[config.mk]
export PLATFORM = sky130hd
export DESIGN_NAME = uart_rx
export DESIGN_NICKNAME = d
export VERILOG_FILES = /design/src/rtl/uart_rx.sv
export SDC_FILE = /design/constraint.sdc
export NUM_CORES = 1
export LEC_CHECK = 0
export BUFFER_PORTS_ARGS = -buffer_cell sky130_fd_sc_hd__clkbuf_2
export CORE_UTILIZATION = 49
export DETAILED_ROUTE_END_ITERATION = 8
export PLACE_DENSITY = 0.89
export SYNTH_ARGS = -nofsm -noshare
export SYNTH_HDL_FRONTEND = slang
export SYNTH_SLANG_ARGS = --single-unit
[constraint.sdc]
create_clock -name clk -period 4.5 [get_ports clk]
set_input_delay 0.225 -clock clk [delete_from_list [all_inputs] [get_ports clk]]
set_output_delay 0.225 -clock clk [all_outputs]
set_load 0.01 [all_outputs]
[src/rtl/uart_rx.sv]
// 8N1 UART receiver for the PicoRV32 peripheral bus: two-flop line synchronizer,
// mid-bit sampling FSM, one-byte holding register with overrun/framing flags.
module uart_rx #(
    parameter int unsigned BAUD_DIVIDER = 64,
    parameter int unsigned HALF_BIT     = BAUD_DIVIDER / 2
) (
    input  logic        clk,
    input  logic        resetn,
    input  logic        enable,
    input  logic        mem_valid,
    output logic        mem_ready,
    input  logic        mem_instr,
    input  logic [3:0]  mem_wstrb,
    input  logic [31:0] mem_wdata,
    input  logic [31:0] mem_addr,
    output logic [31:0] mem_rdata,
    input  logic        serialIn
);

    localparam int unsigned TIMER_W = $clog2(BAUD_DIVIDER + 2);
    localparam int unsigned CNT_W   = 4;
    localparam int unsigned DATA_W  = 8;
    localparam int unsigned BUS_W   = 32;

    localparam logic [TIMER_W-1:0] TIMER_BIT  = TIMER_W'(BAUD_DIVIDER);
    localparam logic [TIMER_W-1:0] TIMER_HALF = TIMER_W'(HALF_BIT);
    localparam logic [CNT_W-1:0]   LAST_BIT   = CNT_W'(DATA_W - 1);

    typedef enum logic [2:0] {
        S_IDLE,
        S_START,
        S_DATA,
        S_STOP,
        S_BREAK
    } state_e;

    state_e              state_q, state_d;
    logic [TIMER_W-1:0]  timer_q, timer_d;
    logic [CNT_W-1:0]    bit_cnt_q, bit_cnt_d;
    logic [DATA_W-1:0]   shifter_q, shifter_d;
    logic [DATA_W-1:0]   rx_data_q, rx_data_d;
    logic                rx_valid_q, rx_valid_d;
    logic                overrun_q, overrun_d;
    logic                framing_err_q, framing_err_d;
    logic                mem_ready_q, mem_ready_d;
    logic [BUS_W-1:0]    mem_rdata_q, mem_rdata_d;
    logic [1:0]          sync_q;

    logic rx_s;
    logic deliver;
    logic frame_err;
    logic bus_accept;
    logic bus_write;
    logic sel_status;
    logic data_read_acc;
    logic status_wr;
    logic unused_bus;

    // Only address bit 2 and wdata bits 1..2 carry meaning.
    assign unused_bus = ^{mem_instr, mem_addr[31:3], mem_addr[1:0],
                          mem_wdata[31:3], mem_wdata[0]};

    assign rx_s      = sync_q[1];
    assign mem_ready = mem_ready_q;
    assign mem_rdata = mem_rdata_q;

    // State and register storage; the synchronizer idles high like the line.
    always_ff @(posedge clk or negedge resetn) begin
        if (!resetn) begin
            sync_q        <= 2'b11;
            state_q       <= S_IDLE;
            timer_q       <= '0;
            bit_cnt_q     <= '0;
            shifter_q     <= '0;
            rx_data_q     <= '0;
            rx_valid_q    <= 1'b0;
            overrun_q     <= 1'b0;
            framing_err_q <= 1'b0;
            mem_ready_q   <= 1'b0;
            mem_rdata_q   <= '0;
        end else begin
            sync_q        <= {sync_q[0], serialIn};
            state_q       <= state_d;
            timer_q       <= timer_d;
            bit_cnt_q     <= bit_cnt_d;
            shifter_q     <= shifter_d;
            rx_data_q     <= rx_data_d;
            rx_valid_q    <= rx_valid_d;
            overrun_q     <= overrun_d;
            framing_err_q <= framing_err_d;
            mem_ready_q   <= mem_ready_d;
            mem_rdata_q   <= mem_rdata_d;
        end
    end

    // Receive FSM: timer restarts on every state entry and samples land mid-bit.
    always_comb begin
        state_d   = state_q;
        timer_d   = timer_q + TIMER_W'(1);
        bit_cnt_d = bit_cnt_q;
        shifter_d = shifter_q;
        deliver   = 1'b0;
        frame_err = 1'b0;

        unique case (state_q)
            S_IDLE: begin
                if (!rx_s) begin
                    state_d = S_START;
                    timer_d = '0;
                end
            end
            S_START: begin
                if (timer_q == TIMER_HALF) begin
                    timer_d = '0;
                    if (!rx_s) begin
                        state_d   = S_DATA;
                        bit_cnt_d = '0;
                    end else begin
                        state_d = S_IDLE;
                    end
                end
            end
            S_DATA: begin
                if (timer_q == TIMER_BIT) begin
                    shifter_d = {rx_s, shifter_q[DATA_W-1:1]};
                    bit_cnt_d = bit_cnt_q + CNT_W'(1);
                    timer_d   = '0;
                    if (bit_cnt_q == LAST_BIT) begin
                        state_d = S_STOP;
                    end
                end
            end
            S_STOP: begin
                if (timer_q == TIMER_BIT) begin
                    timer_d = '0;
                    if (rx_s) begin
                        deliver = 1'b1;
                        state_d = S_IDLE;
                    end else begin
                        frame_err = 1'b1;
                        state_d   = S_BREAK;
                    end
                end
            end
            S_BREAK: begin
                // A held-low line is one error, not a stream of false frames.
                if (rx_s) begin
                    state_d = S_IDLE;
                    timer_d = '0;
                end
            end
            default: begin
                state_d = S_IDLE;
                timer_d = '0;
            end
        endcase
    end

    // Bus decode, holding register and flags; a set beats a clear in the same cycle.
    always_comb begin
        bus_accept    = mem_valid & enable & ~mem_ready_q;
        bus_write     = |mem_wstrb;
        sel_status    = mem_addr[2];
        data_read_acc = bus_accept & ~bus_write & ~sel_status;
        status_wr     = bus_accept & bus_write & sel_status & mem_wstrb[0];

        rx_data_d     = rx_data_q;
        rx_valid_d    = rx_valid_q;
        overrun_d     = overrun_q;
        framing_err_d = framing_err_q;
        mem_ready_d   = bus_accept;
        mem_rdata_d   = '0;

        if (data_read_acc) begin
            rx_valid_d = 1'b0;
        end
        if (status_wr && mem_wdata[1]) begin
            overrun_d = 1'b0;
        end
        if (status_wr && mem_wdata[2]) begin
            framing_err_d = 1'b0;
        end

        // A byte landing on the cycle its predecessor is read is not an overrun.
        if (deliver) begin
            if (!rx_valid_q || data_read_acc) begin
                rx_data_d  = shifter_q;
                rx_valid_d = 1'b1;
            end else begin
                overrun_d = 1'b1;
            end
        end
        if (frame_err) begin
            framing_err_d = 1'b1;
        end

        if (bus_accept && !bus_write) begin
            if (sel_status) begin
                mem_rdata_d = {29'b0, framing_err_q, overrun_q, rx_valid_q};
            end else begin
                mem_rdata_d = {24'b0, rx_data_q};
            end
        end
    end

endmodule

==> summary.md <==
| Metric | Value |
|---|---|
| Status | complete, no violations |
| Die height | about 67 um |
| Area Overhead vs Synth | 8.71% |
| Prevailing post-synth register cell | dfrtp_1 |
| Vias | around 1.3k |
| Syn avg cell area | about 11 um^2 |
| Critical R2R Capture | shifter_q[0] |
| Setup TNS | 0 ns |
| Fmax achieved | ~450 MHz |
| Largest net degree at the start of global routing | 45 |
| DRT Pass-1 Iters | 4 |
| Worst Path Arrival | ~2.4 ns |
| Flop2flop setup slack | between 2 and 2.5 ns |
| PwrDens | approximately 380 nW/um^2 |
| R2R depth | 5 |
| Mux contribution to synthesized area | 0.110 |
| Die area | around 4500 um^2 |
| Inst Count DP | 250 |
| Number of clock sinks | 44 |
| GRT Residual Overflow | 0 |
| Final #Nets | 285 |
| Post CTS Setup Buffer Count | 0 |
| RSZ-0062 raised after global routing | no |
| GRT met2 Usage | 0.285 |
| First-pass GRT wire length | ~5.4 mm |
| Worst Max-Slew Pin Slew | about 1.1 ns |
| Reg-to-reg critical path startpoint | timer_q[0] |
| WL final | 3.18 mm |
| Port bufs | 20 |
| Post-synth EDFFs | 0 |
| CTS H-tree depth | 2 |
| FP Rows | 23 |
| Req. time, crit path | between 4 and 5 ns |
| Crit. End Element | flop |
| Simple-gate area share of the yosys netlist | 0.177 |
| Total track usage | 0.164 |
| Synth Area in Compound Gates | 0.0442 |
| Met3 usage | 0.0557 |
| Antenna violations before repair | 0 |
| Ports | approximately 110 |
| CTS root buf | clkbuf_8 |
| Layout cells sized above 1 | 0.249 |
| Clk pin slew, worst setup/hold paths | around 0.080 ns |
| Clk_lat worst skew | 0.30 ns |
| Adder-Cell Fraction of Synth Area | 0.0179 |
| Antenna diode count | 0 |
| Post-detail-place hpwl | about 2.3 mm |
| Max Cap Violations | 0 |
| Synth Register Bits | 44 |
| Synthesized area | between 2000 and 2500 um^2 |
| Routed wire length per instance | between 10 and 15 um |
| Worst Hold Class | input pin to async pin |
| Placeable Area | 4060 um^2 |
| Final GP Congestion | 0.768 |
| Register area share after synthesis | 0.526 |
| Setup WS post-layout | around 2.3 ns |
| Cell count after synthesis | 184 |
| Yosys cell types | 38 |
| Number of global-route vias before repair | 1199 |
| Max incr delay on CP | between 0.5 and 0.6 ns |
| Synth Warn # | 0 |
| # setup viols final | 0 |
| Worst vdd ir | 0.290 mV |
| Minimum clock period | about 2.2 ns |
| Max-slew violation count | 0 |
| Place WS | between 2 and 2.5 ns |
| GRT Max-Usage Layer | met2 |
| Final Hold Vio Count | 0 |
| Pwr Total | 872 uW |
| TritonCTS Buffers | 5 |
| Largest family of logic cells by synthesized area | simple AND/OR/NAND/NOR gates |
| Largest fanout on the critical path | 13 |
| Slowest CP cell | nand4_1 |
| CP Cell Sequence | inv_1 -> ha_1 -> nor4b_2 -> nand4_1 -> mux2_2 |
| Crit share post-route | 0.490 |
| XOR/XNOR Fraction of Synth Area | 0.0209 |
| DRT antenna net count | 0 |
| Layout Cells excl Fill | about 260 |
| Met1 usage | 0.193 |
| Hold-fix buffers, CTS | 1 |
| Die width | 67.4 um |
| CTS tree | yes |
| Initial Utilization | 0.517 |
| Slew Limit Headroom | 0.298 |
| Cts repair resizes | 0 |
| First DRT Iteration DRCs | 50 |
| Post-route DRC | 0 |
| Kind of critical path | flop to flop |
| Clock Skew | 0.00342 ns |
| Clock tree buffer depth | 2 |
| P_leak | roughly 0.0012 uW |
| Nature of the critical path startpoint | flop |
| FFs w/ async S/R, synth | 1.00 |
| Routed vias/inst | approximately 5 |
-- metrics by stage --
stage / hold slack (ns) / util / cell area (um^2)
5_1_grt: 0.190 / 0.562 / 2280
6_report: 0.101 / 0.562 / 2280
2_1_floorplan: -0.0706 / - / 2180
3_5_place_dp: 0.315 / 0.531 / 2150
4_1_cts: 0.125 / 0.562 / 2280
3_3_place_gp: 0.314 / 0.531 / 2150
-- critical path: cells and delay by family, from the launching register on --
kind                     cells  cell delay [ns]
adder cells (fa/ha/maj)      1             0.16
AND/OR/NAND/NOR              2             0.99
multiplexers                 1             0.46
flip-flops                   1             0.41
buffers and inverters        1             0.07
-- synth_stat cells (2+ instances only) --
cell,n,share of area
nor2b_1,6,0.018
ha_1,3,0.018
and3_1,3,0.0090
nand3_1,7,0.017
mux2_2,16,0.086
and2_1,6,0.018
nand4_1,2,0.0060
xor2_1,2,0.0084
o21ai_0,4,0.0095
clkbuf_1,3,0.0054
dfstp_2,2,0.025
nand2_1,11,0.020
mux2i_1,5,0.024
xnor2_1,3,0.013
inv_1,6,0.011
buf_4,24,0.086
dfrtp_1,42,0.50
nor2_1,19,0.034
-- routing by layer --
metal / up-vias / part of all wire
li1: 627 / -
met1: 617 / 0.45
met2: 40 / 0.50
met3: 5 / 0.042
met4: 0 / 0.011
met5: - / 0
-- power breakdown --
group	total [uW]	internal (uW)	leakage [uW]	switching, uW
Clock	306	167	0.0000548	139
Sequential	457	423	0.000586	33.6
Combinational	110	49.8	0.000516	59.8
-- cells by family after synthesis --
kind of cell / Yosys count
AND/OR/NAND/NOR: 65
flip-flops: 44
buffers and inverters: 33
multiplexers: 21
AO/OA/AOI/OAI: 12
XOR/XNOR: 5
adder cells (fa/ha/maj): 3
other: 1
-- cell usage in the layout, fill, tap and decap left out, types with 2 or more instances in the layout --
cell,count
xnor2_1,3
clkbuf_8,5
nor2b_1,6
dfrtp_1,42
clkbuf_2,20
and3_1,3
inv_1,6
dfstp_2,2
xor2_1,2
o21ai_0,4
nand3_1,7
nand4_1,2
and2_1,6
nor2_1,19
ha_1,3
mux2_2,16
mux2i_1,5
nand2_1,11
conb_1,24
-- state kept, by name, summed over array words and instances, names as in the netlist --
| signal | flops |
|---|---|
| bit_cnt_q | 4 |
| framing_err_q | 1 |
| mem_rdata | 8 |
| mem_ready | 1 |
| overrun_q | 1 |
| rx_data_q | 8 |
| rx_valid_q | 1 |
| shifter_q | 8 |
| state_q | 3 |
| sync_q | 2 |
| timer_q | 7 |
-- worst max path at each step --
stage,slack [ns],depth (start not counted),endpoint,from
after detailed placement,2.30,5,shifter_q[0],timer_q[0]
after CTS,2.24,5,shifter_q[0],timer_q[0]
after global placement,2.41,5,shifter_q[6],timer_q[0]
after floorplan,2.61,6,rx_data_q[0],timer_q[0]
final,2.30,5,shifter_q[0],timer_q[0]
after global routing,2.11,5,shifter_q[2],timer_q[0]
-- layout make-up --
type,instances,area (um^2)
clock buffer,5,68.8
clock inverter,3,46.3
fill,349,1780
inverter,6,22.5
multi-input combinational,130,866
sequential,44,1100
tap,50,62.6
timing repair buffer,21,110
Power figures use the tool's default switching activity.
